===== src/rtl/hamming_scrub_if.sv =====
// Handshake bundle for hamming_scrub_decoder: codeword in, corrected codeword and flags out.
// The error counter ports exist only when HAMMING_SCRUB_ERR_CNT_EN is defined.
interface hamming_scrub_if #(
   parameter int width = 16
);
   localparam int blocks      = width / 4;
   localparam int parity_bits = blocks * 3;

   logic                   in_valid;
   logic                   in_ready;
   logic [width-1:0]       data_in;
   logic [parity_bits-1:0] parity_in;
   logic                   out_valid;
   logic                   out_ready;
   logic [width-1:0]       data_out;
   logic [parity_bits-1:0] parity_out;
   logic [blocks-1:0]      err_data;
   logic [blocks-1:0]      err_parity;
   logic                   busy;
`ifdef HAMMING_SCRUB_ERR_CNT_EN
   logic [15:0]            err_count;
   logic                   err_count_clr;
`endif

`ifdef HAMMING_SCRUB_ERR_CNT_EN
   modport slave (
      input  in_valid, data_in, parity_in, out_ready, err_count_clr,
      output in_ready, out_valid, data_out, parity_out, err_data, err_parity, busy, err_count
   );
   modport master (
      output in_valid, data_in, parity_in, out_ready, err_count_clr,
      input  in_ready, out_valid, data_out, parity_out, err_data, err_parity, busy, err_count
   );
`else
   modport slave (
      input  in_valid, data_in, parity_in, out_ready,
      output in_ready, out_valid, data_out, parity_out, err_data, err_parity, busy
   );
   modport master (
      output in_valid, data_in, parity_in, out_ready,
      input  in_ready, out_valid, data_out, parity_out, err_data, err_parity, busy
   );
`endif
endinterface


===== src/rtl/hamming_scrub_decoder.sv =====
// Per-nibble Hamming(7,4) single-error corrector for scrub write-back, one codeword in flight.
// Optional saturating corrected-nibble counter enabled by HAMMING_SCRUB_ERR_CNT_EN.
module hamming_scrub_decoder #(
   parameter int width = 16
) (
   input  logic             clk,
   input  logic             reset,
   hamming_scrub_if.slave   bus
);
   localparam int blocks      = width / 4;
   localparam int parity_bits = blocks * 3;

   typedef enum logic [1:0] {IDLE, CHECK, CORRECT, DONE} state_t;

   state_t                 state_q;
   logic [width-1:0]       dataCap_q;
   logic [parity_bits-1:0] parityCap_q;
   logic [parity_bits-1:0] syndrome_q, syndrome_d;
   logic [width-1:0]       dataOut_q, dataOut_d;
   logic [parity_bits-1:0] parityOut_q, parityOut_d;
   logic [blocks-1:0]      errData_q, errData_d;
   logic [blocks-1:0]      errParity_q, errParity_d;
   logic                   outValid_q;
   logic                   inReady_q;
   logic                   busy_q;

   // Syndrome = stored parity XOR parity recomputed from the captured data nibble.
   always_comb begin
      syndrome_d = '0;
      for (int i = 0; i < blocks; i++) begin
         syndrome_d[i*3+2] = parityCap_q[i*3+2] ^ (dataCap_q[i*4] ^ dataCap_q[i*4+2] ^ dataCap_q[i*4+3]);
         syndrome_d[i*3+1] = parityCap_q[i*3+1] ^ (dataCap_q[i*4] ^ dataCap_q[i*4+1] ^ dataCap_q[i*4+3]);
         syndrome_d[i*3+0] = parityCap_q[i*3+0] ^ (dataCap_q[i*4] ^ dataCap_q[i*4+1] ^ dataCap_q[i*4+2]);
      end
   end

   // Every nonzero syndrome names exactly one bit to flip; double errors are miscorrected.
   always_comb begin
      dataOut_d   = dataCap_q;
      parityOut_d = parityCap_q;
      errData_d   = '0;
      errParity_d = '0;
      for (int i = 0; i < blocks; i++) begin
         case (syndrome_q[i*3 +: 3])
            3'b111: begin dataOut_d[i*4+0]   = ~dataCap_q[i*4+0];   errData_d[i]   = 1'b1; end
            3'b011: begin dataOut_d[i*4+1]   = ~dataCap_q[i*4+1];   errData_d[i]   = 1'b1; end
            3'b101: begin dataOut_d[i*4+2]   = ~dataCap_q[i*4+2];   errData_d[i]   = 1'b1; end
            3'b110: begin dataOut_d[i*4+3]   = ~dataCap_q[i*4+3];   errData_d[i]   = 1'b1; end
            3'b001: begin parityOut_d[i*3+0] = ~parityCap_q[i*3+0]; errParity_d[i] = 1'b1; end
            3'b010: begin parityOut_d[i*3+1] = ~parityCap_q[i*3+1]; errParity_d[i] = 1'b1; end
            3'b100: begin parityOut_d[i*3+2] = ~parityCap_q[i*3+2]; errParity_d[i] = 1'b1; end
            default: ;
         endcase
      end
   end

`ifdef HAMMING_SCRUB_ERR_CNT_EN
   logic [15:0] errCount_q, errCount_d;
   logic [15:0] corrNibbles;
   logic [16:0] countSum;

   always_comb begin
      corrNibbles = '0;
      for (int i = 0; i < blocks; i++) begin
         corrNibbles = corrNibbles + 16'(errData_d[i] | errParity_d[i]);
      end
      countSum   = {1'b0, errCount_q} + {1'b0, corrNibbles};
      errCount_d = errCount_q;
      if (bus.err_count_clr) begin
         errCount_d = '0;
      end else if (state_q == CORRECT) begin
         errCount_d = countSum[16] ? 16'hFFFF : countSum[15:0];
      end
   end

   always_ff @(posedge clk) begin
      if (reset) begin
         errCount_q <= '0;
      end else begin
         errCount_q <= errCount_d;
      end
   end

   assign bus.err_count = errCount_q;
`endif

   // Control FSM; handshake outputs are registered alongside the state.
   always_ff @(posedge clk) begin
      if (reset) begin
         state_q     <= IDLE;
         dataCap_q   <= '0;
         parityCap_q <= '0;
         syndrome_q  <= '0;
         dataOut_q   <= '0;
         parityOut_q <= '0;
         errData_q   <= '0;
         errParity_q <= '0;
         outValid_q  <= 1'b0;
         inReady_q   <= 1'b1;
         busy_q      <= 1'b0;
      end else begin
         case (state_q)
            IDLE: begin
               if (bus.in_valid) begin
                  dataCap_q   <= bus.data_in;
                  parityCap_q <= bus.parity_in;
                  inReady_q   <= 1'b0;
                  busy_q      <= 1'b1;
                  state_q     <= CHECK;
               end
            end
            CHECK: begin
               syndrome_q <= syndrome_d;
               state_q    <= CORRECT;
            end
            CORRECT: begin
               dataOut_q   <= dataOut_d;
               parityOut_q <= parityOut_d;
               errData_q   <= errData_d;
               errParity_q <= errParity_d;
               outValid_q  <= 1'b1;
               state_q     <= DONE;
            end
            DONE: begin
               if (bus.out_ready) begin
                  outValid_q <= 1'b0;
                  inReady_q  <= 1'b1;
                  busy_q     <= 1'b0;
                  state_q    <= IDLE;
               end
            end
            default: state_q <= IDLE;
         endcase
      end
   end

   assign bus.in_ready   = inReady_q;
   assign bus.out_valid  = outValid_q;
   assign bus.busy       = busy_q;
   assign bus.data_out   = dataOut_q;
   assign bus.parity_out = parityOut_q;
   assign bus.err_data   = errData_q;
   assign bus.err_parity = errParity_q;
endmodule

===== src/flat_wrapper.sv =====
// flat-port wrapper written by rule: the top's interface ports become plain ports
module hamming_scrub_decoder_flat 
#(
   parameter int width = 16
)
  (clk, reset, bus_in_valid, bus_data_in, bus_parity_in, bus_out_ready, bus_in_ready, bus_out_valid, bus_data_out, bus_parity_out, bus_err_data, bus_err_parity, bus_busy);
  hamming_scrub_if #(.width(width)) bus_i ();
  input  logic clk;
  input  logic reset;
  input wire logic [$bits(bus_i.in_valid)-1:0] bus_in_valid;
  input wire logic [$bits(bus_i.data_in)-1:0] bus_data_in;
  input wire logic [$bits(bus_i.parity_in)-1:0] bus_parity_in;
  input wire logic [$bits(bus_i.out_ready)-1:0] bus_out_ready;
  output wire logic [$bits(bus_i.in_ready)-1:0] bus_in_ready;
  output wire logic [$bits(bus_i.out_valid)-1:0] bus_out_valid;
  output wire logic [$bits(bus_i.data_out)-1:0] bus_data_out;
  output wire logic [$bits(bus_i.parity_out)-1:0] bus_parity_out;
  output wire logic [$bits(bus_i.err_data)-1:0] bus_err_data;
  output wire logic [$bits(bus_i.err_parity)-1:0] bus_err_parity;
  output wire logic [$bits(bus_i.busy)-1:0] bus_busy;
  assign bus_i.in_valid = bus_in_valid;
  assign bus_i.data_in = bus_data_in;
  assign bus_i.parity_in = bus_parity_in;
  assign bus_i.out_ready = bus_out_ready;
  assign bus_in_ready = bus_i.in_ready;
  assign bus_out_valid = bus_i.out_valid;
  assign bus_data_out = bus_i.data_out;
  assign bus_parity_out = bus_i.parity_out;
  assign bus_err_data = bus_i.err_data;
  assign bus_err_parity = bus_i.err_parity;
  assign bus_busy = bus_i.busy;
  hamming_scrub_decoder #(.width(width)) u_core (.clk(clk), .reset(reset), .bus(bus_i));
endmodule

===== config.mk =====
export PLATFORM = sky130hd
export DESIGN_NAME = hamming_scrub_decoder_flat
export DESIGN_NICKNAME = d
export VERILOG_FILES = /design/src/rtl/hamming_scrub_if.sv /design/src/rtl/hamming_scrub_decoder.sv /design/src/flat_wrapper.sv
export SDC_FILE = /design/constraint.sdc
export NUM_CORES = 1
export LEC_CHECK = 0
export ABC_CLOCK_PERIOD_IN_PS = 3790
export CAP_MARGIN = 15
export CORE_UTILIZATION = 55
export DETAILED_ROUTE_END_ITERATION = 8
export PLACE_DENSITY = 0.91
export SLEW_MARGIN = 20
export SYNTH_ARGS = -nofsm -noshare
export SYNTH_HDL_FRONTEND = slang
export SYNTH_SLANG_ARGS = --single-unit

===== constraint.sdc =====
create_clock -name clk -period 3.79 [get_ports clk]
set_input_delay 0.379 -clock clk [delete_from_list [all_inputs] [get_ports clk]]
set_output_delay 0.379 -clock clk [all_outputs]
set_load 0.02 [all_outputs]

# Yosys cells after proc, flatten, opt, wreduce, memory -nomap -nowiden
# Cells that the tools add are included.
totals:
  regBits: 81
  inputBits: 32
  output_inout_bits: 39
classes:
  n_eq_ne: 33
  mux: 46
  n_bitwise: 60
  n_reduce_logical: 15
ops:
  columns: ["cell", "n"]
  rows:
  - ["$eq A3 B3 Y1 const B", 16]
  - ["$mux W1", 40]
  - ["$xor A1 B1 Y1", 32]
  - ["$not A1 Y1", 28]
  - ["$eq A3 B2 Y1 const B", 8]
  - ["$reduce_or A4 Y1", 4]
  - ["$eq A3 B1 Y1 const B", 4]
  - ["$reduce_or A3 Y1", 4]
  - ["$pmux W2 S4", 1]
  - ["$pmux W1 S2", 3]
  - ["$reduce_and A2 Y1", 3]
  - ["$eq A2 B2 Y1 const B", 2]
  - ["$mux W2", 2]
  - ["$ne A2 B2 Y1 const B", 2]
  - ["$reduce_bool A2 Y1", 2]
  - ["$reduce_and A3 Y1", 1]
  - ["$eq A2 B1 Y1 const B", 1]
  - ["$logic_not A2 Y1", 1]

# Logic depth before layout (Yosys ltp)
# Gate-level depths: netlist of run 1.
logic_depth:
  ltp_word: 3
  depth_mapped: 7
  depth_no_buf: 5

# Worst setup path before layout of run 1
# OpenSTA, ideal clock, no wires.
synth_timing:
  path_kind: "flip-flop to flip-flop"
  start: "reg u_core.state_q[0]"
  end: "reg u_core.state_q[0]"
  setup_ps: 123
  t_arrival_ps: 1225
  slack_ps: 2442
  path_stages_with_launch: 7
  n_path_buf: 2
  period_less_slack_ps: 1348
  cell_sequence: "dfxtp_1 -> inv_1 -> ha_1 -> buf_2 -> buf_2 -> nor4_1 -> nor3_1"
synth_via:
  elab_chain_len: 3
  elab_cells_between_ends: 8
  cone_classes: "eq/ne (5); mux (1); reduce/logical (2)"
synth_lines:
  columns: ["element", "line", "rtl"]
  rows:
  - ["from (decl)", "hamming_scrub_decoder.sv:15", "state_t state_q;"]
  - ["from (signal assigned)", "hamming_scrub_decoder.sv:90", "state_q <= IDLE;"]
  - ["from (signal assigned)", "hamming_scrub_decoder.sv:109", "state_q <= CHECK;"]
  - ["from (signal assigned)", "hamming_scrub_decoder.sv:114", "state_q <= CORRECT;"]
  - ["$eq A2 B2 Y1 / $logic_not A2 Y1 (equally long branches)", "hamming_scrub_decoder.sv:102", "case (state_q)"]
  - ["$ne A2 B2 Y1 (no source line)", null, null]
  - ["$reduce_and A2 Y1 (no source line)", null, null]
# Parallel ways exist; a longest one is shown, timed or not.
# A chain may end at the register's enable or synchronous reset.

# Worst setup path after layout of run 1
layout_timing:
  start: "reg u_core.state_q[0]"
  end: "reg u_core.busy_q (netlist: u_core.bus.busy)"
layout_via:
  elab_chain_len: 3
  elab_cells_between_ends: 7
  cone_classes: "eq/ne (3); mux (1); reduce/logical (3)"
layout_lines:
  columns: ["element", "line", "rtl"]
  rows:
  - ["$eq A2 B2 Y1 / $logic_not A2 Y1 (equally long branches)", "hamming_scrub_decoder.sv:102", null]
  - ["$ne A2 B2 Y1 (no source line) / $reduce_bool A2 Y1 (equally long branches)", null, null]
  - ["$reduce_and A3 Y1 (no source line)", null, null]
  - ["to (signal assigned)", "hamming_scrub_decoder.sv:100", "busy_q <= 1'b0;"]
  - ["to (signal assigned)", "hamming_scrub_decoder.sv:108", "busy_q <= 1'b1;"]
  - ["to (signal assigned)", "hamming_scrub_decoder.sv:128", "busy_q <= 1'b0;"]
  - ["to (decl)", "hamming_scrub_decoder.sv:25", "logic busy_q;"]
# Parallel ways exist; a longest one is shown, timed or not.

==> flow_summary_export.csv, run 1 <==
group,metric,value,unit
logic_synthesis,synth_area_leaders,"dfxtp_1, xnor2_1, a211oi_1, nand2_1, nor2_1",
timing,hold_viol_final,0,
timing,whs,0.485,ns
critical_path,path_depth,5,
clock_network,clk_latency,0.35,ns
place,hpwl,5.89,mm
timing,finalWorstPathRequiredPeriod,1.90,ns
logic_synthesis,synth_compound_area_frac,0.154,
route,drt-initial-drc-count,138,
clock_network,cts_buffers,9,
clock_network,clk_pin_slew,0.08,ns
logic_synthesis,syn_area,3890,um2
logic_synthesis,synth-seq-cells,81,
status,outcome,"completed",
worst_hold_path,hold_class,"reg -> reg",
logic_synthesis,synth-adder-area-share,0.0161,
timing,rsz0062_at_grt,"no",
timing,max_slew.worst_pin.slew,1.00,ns
floorplanning,floorplan.initialDensity,0.572,
critical_path,reg2reg_from,"u_core.state_q[0]",
logic_synthesis,synthCells,436,
pwr,power_density,828,nW/um2
layout,area_growth,20.9,%
logic_synthesis,synth-simple-area-share,0.194,
logic_synthesis,yosysUniqueCellTypes,27,
critical_path,cp-end-kind,"register",
grt,antenna_found_initial,0,
timing,final.setup_skew,0.00341,ns
layout,drive_gt1_frac,0.0717,
layout,fillCellCount,517,
clock_network,post-cts-setup-buffer-count,0,
place,gp_congestion,0.811,
floorplanning,die_h,86.1,um
critical_path,cp_slowest_cell,"and2_1",
timing,fin_crit_sh,0.500,
floorplanning,num_rows,30,
critical_path,critical_path_required,4.05,ns
logic_synthesis,synthXorXnorAreaFrac,0.152,
critical_path,cp_num_buf_inv,1,
grt,grt_pass1_wl,13.5,mm
critical_path,crit_path_max_fanout,29,
route,routed_via_density,5.31,
clock_network,cts_sinks,81,
logic_synthesis,yosys.area.top_type,"dfxtp_1",
grt,grt_max_degree,55,
logic_synthesis,synth-seq-area-share,0.417,
critical_path,ff2ff_setup_slack,1.89,ns
layout,final_cell_mix,"dfxtp_1, clkdlybuf4s50_1, nand2_1, nor2_1, a211oi_1",
grt,grt_pass1_vias,2882,
layout,final_nets,520,
critical_path,r2r-end,"u_core.bus.busy",
logic_synthesis,syn_avg_cell_area,8.92,um2
floorplanning,coreArea,6790,um2
critical_path,crit_arrival,2.16,ns
clock_network,root_buffer,"clkbuf_8",
pwr,vdd_drop_max,0.370,mV
logic_synthesis,synth_top_family_by_area,"simple AND/OR/NAND/NOR gates",
critical_path,endpoint,"u_core.bus.busy",
critical_path,critPathMaxStageDelay,0.80,ns
critical_path,cp-startpoint,"u_core.state_q[0]",
clock_network,postCtsHoldBufs,0,
layout,final_area,4700,um2
logic_synthesis,synth_top_area_frac,0.417,
pwr,leakage,1.55,nW
place,portBuffers,70,
floorplanning,ios,71,
route,routedWlPerCell,14.2,um
clock_network,cts_resized,0,
route,routed_wl,8.32,mm
logic_synthesis,muxShareOfSynthArea,0,
timing,max_freq,527,MHz
layout,mostFrequentLayoutCell,"dfxtp_1",
clock_network,htreeDepth,3,
route,drc,0,
timing,setup_viol,0,
clock_network,cts_tree,"built",
critical_path,cp-start-kind,"register",
logic_synthesis,synth_warnings,0,
clock_network,ctsLongestPathBuffers,2,
place,dp.cells,568,
logic_synthesis,syn-num-nets,473,
route,drt.antenna.violating_nets,0,
critical_path,path_class,"reg -> reg",
critical_path,critPathTopFamily,"simple AND/OR/NAND/NOR gates",
route,vias,3101,
layout,diodes,0,
place,postPlaceCellArea,4490,um2
critical_path,cp_cell_sequence,"inv_1, ha_1, and2_1, o21bai_1, a21oi_1",
floorplanning,fp.dieW,86.1,um
grt,overflow,0,
critical_path,worst-r2r-cell-count,5,
route,drt-pass1-iter-count,4,
layout,final_cells,584,
timing,maxSlewHeadroom,0.333,
timing,finalMaxSlewViolations,0,
timing,tns,0,ns
flow_run,timing.max_cap.violations,0,
floorplanning,die_area,7410,um2
grt,grtUsageTotal,0.234,
final cells by class:
type | count | area, um2 | area share
Clock inverter | 2 | 35.0 | 0.00745
Inverter | 7 | 26.3 | 0.00559
Multi-Input combinational cell | 311 | 2010 | 0.427
Clock buffer | 14 | 173 | 0.0367
Sequential cell | 81 | 1620 | 0.345
Timing Repair Buffer | 73 | 718 | 0.153
Tap cell | 96 | 120 | 0.0255
worst register-to-register path, stage by stage, from the launching register on:
cell,delay [ns]
dfxtp_1,0.35
inv_1,0.12
ha_1,0.21
and2_1,0.80
o21bai_1,0.12
a21oi_1,0.21
synth_stat cells:
master    instances
nor3b_4           3
o21ai_0           7
buf_2            11
nand2_1          63
xnor2_2           4
dfxtp_1          81
inv_1             7
a211oi_1         43
a21oi_1          35
xor2_1           20
nor3b_2           9
buf_4             2
o21bai_1          3
nand3_1           5
nand3b_1         12
nor2_1           47
nor2b_1           2
clkbuf_1         14
nor3_1            4
a311oi_1          4
xnor2_1          40
ha_1              5
and2_1            1
nand2b_1          2
o211ai_1          1
buf_6            10
nor4_1            1
where the power goes:
group | total (mW) | switching, mW | internal, mW | leakage (nW)
Clock | 0.655 | 0.297 | 0.358 | 0.107
Sequential | 1.52 | 0.383 | 1.14 | 0.663
Combinational | 1.72 | 0.885 | 0.833 | 0.783
Total | 3.90 | 1.56 | 2.33 | 1.55
sequential cells by signal, summed over array words and instances (netlist names):
| signal | flops |
|---|---|
| u_core.state_q | 2 |
| u_core.bus.out_valid | 1 |
| u_core.bus.err_data | 4 |
| u_core.syndrome_q | 12 |
| u_core.bus.busy | 1 |
| u_core.bus.err_parity | 4 |
| u_core.bus.data_out | 16 |
| u_core.parityCap_q | 12 |
| u_core.bus.parity_out | 12 |
| u_core.bus.in_ready | 1 |
| u_core.dataCap_q | 16 |
routing by layer:
metal,vias up,share of wire,track usage
li1,1564,-,-
met1,1437,0.47,0.298
met2,88,0.48,0.392
met3,12,0.041,0.0481
met4,0,0.015,0.0864
met5,-,0,0
per-stage QoR:
| step | total power, mW | util | setup slack, ns |
|---|---|---|---|
| detailed placement | 3.25 | 0.662 | 1.69 |
| CTS | 3.91 | 0.692 | 1.89 |
| finish | 3.90 | 0.692 | 1.89 |
| floorplan | 2.78 | - | 2.44 |
| global placement | 3.15 | 0.662 | 1.81 |
| global route | 4.16 | 0.692 | 1.72 |
worst min path at each step:
stage / from / end / slack (ns) / depth (start not counted)
after floorplan: u_core.parityCap_q[0] / u_core.parityCap_q[0] / 0.47 / 2
after global placement: u_core.bus.out_valid / u_core.bus.out_valid / 0.46 / 2
after detailed placement: u_core.bus.err_parity[2] / u_core.bus.err_parity[2] / 0.47 / 2
after CTS: u_core.bus.data_out[1] / u_core.bus.data_out[1] / 0.49 / 2
after global routing: u_core.bus.data_out[1] / u_core.bus.data_out[1] / 0.51 / 2
final: u_core.bus.err_parity[2] / u_core.bus.err_parity[2] / 0.48 / 2
cell families (layout without fill, tap and decap cells):
kind of cell,Yosys count,count (layout)
buffers and inverters,44,96
AO/OA/AOI/OAI,93,93
adder cells (fa/ha/maj),5,5
XOR/XNOR,64,64
flip-flops,81,81
AND/OR/NAND/NOR,149,149
No activity file was read; power rests on OpenSTA's default activity.
==> run 2: changes to the inputs <==
--- a/config.mk
+++ b/config.mk
@@ -5,11 +5,11 @@
 export SDC_FILE = /design/constraint.sdc
 export NUM_CORES = 1
 export LEC_CHECK = 0
-export ABC_CLOCK_PERIOD_IN_PS = 3790
+export ABC_CLOCK_PERIOD_IN_PS = 1900
 export CAP_MARGIN = 15
-export CORE_UTILIZATION = 55
+export CORE_UTILIZATION = 52
 export DETAILED_ROUTE_END_ITERATION = 8
-export PLACE_DENSITY = 0.91
+export PLACE_DENSITY = 0.87
 export SLEW_MARGIN = 20
 export SYNTH_ARGS = -nofsm -noshare
 export SYNTH_HDL_FRONTEND = slang
==> constraint.sdc (replaced) <==
create_clock -name clk -period 1.9 [get_ports clk]
set_input_delay 0.19 -clock clk [delete_from_list [all_inputs] [get_ports clk]]
set_output_delay 0.19 -clock clk [all_outputs]
set_load 0.02 [all_outputs]
==> flow_summary_export.csv, run 2 (synthesis results as in run 1) <==
group,metric,value,unit
status,outcome,"completed",
clock_network,ctsLongestPathBuffers,2,
layout,drive_gt1_frac,0.0796,
timing,setup_viol,0,
timing,tns,0,ns
route,routed_via_density,5.29,
clock_network,cts_buffers,9,
route,routed_wl,8.22,mm
place,gp_congestion,0.819,
critical_path,cp_cell_sequence,"clkdlybuf4s50_1",
floorplanning,fp.dieW,88.5,um
grt,grtUsageTotal,0.224,
layout,final_cell_mix,"dfxtp_1, clkdlybuf4s50_1, nand2_1, nor2_1, a211oi_1",
route,routedWlPerCell,14.0,um
floorplanning,floorplan.initialDensity,0.536,
layout,area_growth,21.9,%
clock_network,postCtsHoldBufs,0,
clock_network,clk_pin_slew,0.08,ns
pwr,intPower,4.60,mW
floorplanning,num_rows,31,
grt,overflow,0,
pwr,vdd_drop_max,1.03,mV
grt,grt_pass1_wl,13.4,mm
critical_path,crit_path_max_fanout,2,
pwr,pwr-share-comb,0.454,
timing,hold_viol_final,0,
timing,maxSlewHeadroom,0.720,
critical_path,critical_path_required,1.71,ns
critical_path,cp_num_buf_inv,1,
clock_network,htreeDepth,3,
timing,finalMaxSlewViolations,0,
critical_path,path_class,"reg -> out",
clock_network,clk_latency,0.36,ns
grt,antenna_found_initial,0,
layout,final_area,4740,um2
route,vias,3114,
timing,final.setup_skew,0.00841,ns
layout,fillCellCount,588,
clock_network,cts_tree,"built",
critical_path,critPathMaxStageDelay,0.64,ns
layout,diodes,0,
route,drt-initial-drc-count,149,
clock_network,cts_resized,0,
pwr,pwr-share-seq,0.390,
clock_network,root_buffer,"clkbuf_8",
route,drt-pass1-iter-count,4,
floorplanning,die_h,88.5,um
timing,max_freq,641,MHz
pwr,finalPower,7.72,mW
pwr,clkPwrFrac,0.157,
critical_path,cp-start-kind,"register",
layout,mostFrequentLayoutCell,"dfxtp_1",
place,postPlaceCellArea,4560,um2
pwr,power_density,1630,nW/um2
critical_path,cp_slowest_cell,"clkdlybuf4s50_1",
timing,whs,0.326,ns
floorplanning,ios,71,
floorplanning,coreArea,7250,um2
layout,final_nets,523,
pwr,p_sw,3.12,mW
pwr,leakage,1.56,nW
place,portBuffers,70,
flow_run,timing.max_cap.violations,0,
critical_path,cp-end-kind,"output port",
grt,grt_pass1_vias,2851,
timing,finalWorstPathRequiredPeriod,1.56,ns
pwr,swShare,0.404,
critical_path,critPathTopFamily,"buffers and inverters",
clock_network,post-cts-setup-buffer-count,0,
clock_network,cts_sinks,81,
timing,max_slew.worst_pin.slew,0.419,ns
timing,fin_crit_sh,0.821,
route,drt.antenna.violating_nets,0,
floorplanning,die_area,7830,um2
critical_path,crit_arrival,1.37,ns
timing,rsz0062_at_grt,"no",
route,drc,0,
grt,grt_max_degree,82,
place,hpwl,5.64,mm
worst_hold_path,hold_class,"in -> reg",
-- run 2: changes by cell type in the layout (fill, tap and decap cells not counted), sizes merged --
cell,change
clkinvlp,+2
clkinv,+2
buf,+3
clkbuf,-5
-- run 2: metal layers --
layer  global-route usage  up-vias  wire (um)
li1                     -     1568          -
met1                0.285     1443       3570
met2                0.372       90       4050
met3               0.0485       13        472
met4               0.0865        0        131
met5                    0        -          0
-- run 2: final timing paths --
path | from | to | slack [ns] | cells past startpoint
worst min register to register | u_core.bus.err_parity[1] | u_core.bus.err_parity[1] | 0.48 | 2
worst max-delay path | u_core.bus.data_out[10] | bus_data_out[10] | 0.34 | 1
worst min-delay path | reset | u_core.dataCap_q[12] | 0.33 | 3
worst max register to register | u_core.state_q[0] | u_core.bus.busy | 0.43 | 6
-- run 2: power groups by stage --
stage	sequential, mW	clock [mW]	combinational (mW)
finish	3.01	1.21	3.50
global route	3.10	1.30	3.87
CTS	3.01	1.23	3.53
detailed placement	3.04	0	3.50
global placement	2.99	0	3.36
floorplan	3.04	0	2.51
-- run 2: final cells by class --
| type | instances | area [um2] | area share |
|---|---|---|---|
| Clock buffer | 9 | 124 | 0.0261 |
| Clock inverter | 6 | 60.1 | 0.0127 |
| Inverter | 7 | 26.3 | 0.00554 |
| Multi-Input combinational cell | 311 | 2010 | 0.423 |
| Sequential cell | 81 | 1620 | 0.342 |
| Tap cell | 99 | 124 | 0.0261 |
| Timing Repair Buffer | 76 | 778 | 0.164 |
-- run 2: per-stage QoR --
stage / instances / utilization / worst slack (ns)
2_1_floorplan: 436 / - / 0.552
3_3_place_gp: 574 / 0.628 / 0.506
3_5_place_dp: 574 / 0.628 / 0.428
4_1_cts: 589 / 0.654 / 0.338
5_1_grt: 589 / 0.654 / 0.307
6_report: 589 / 0.654 / 0.341
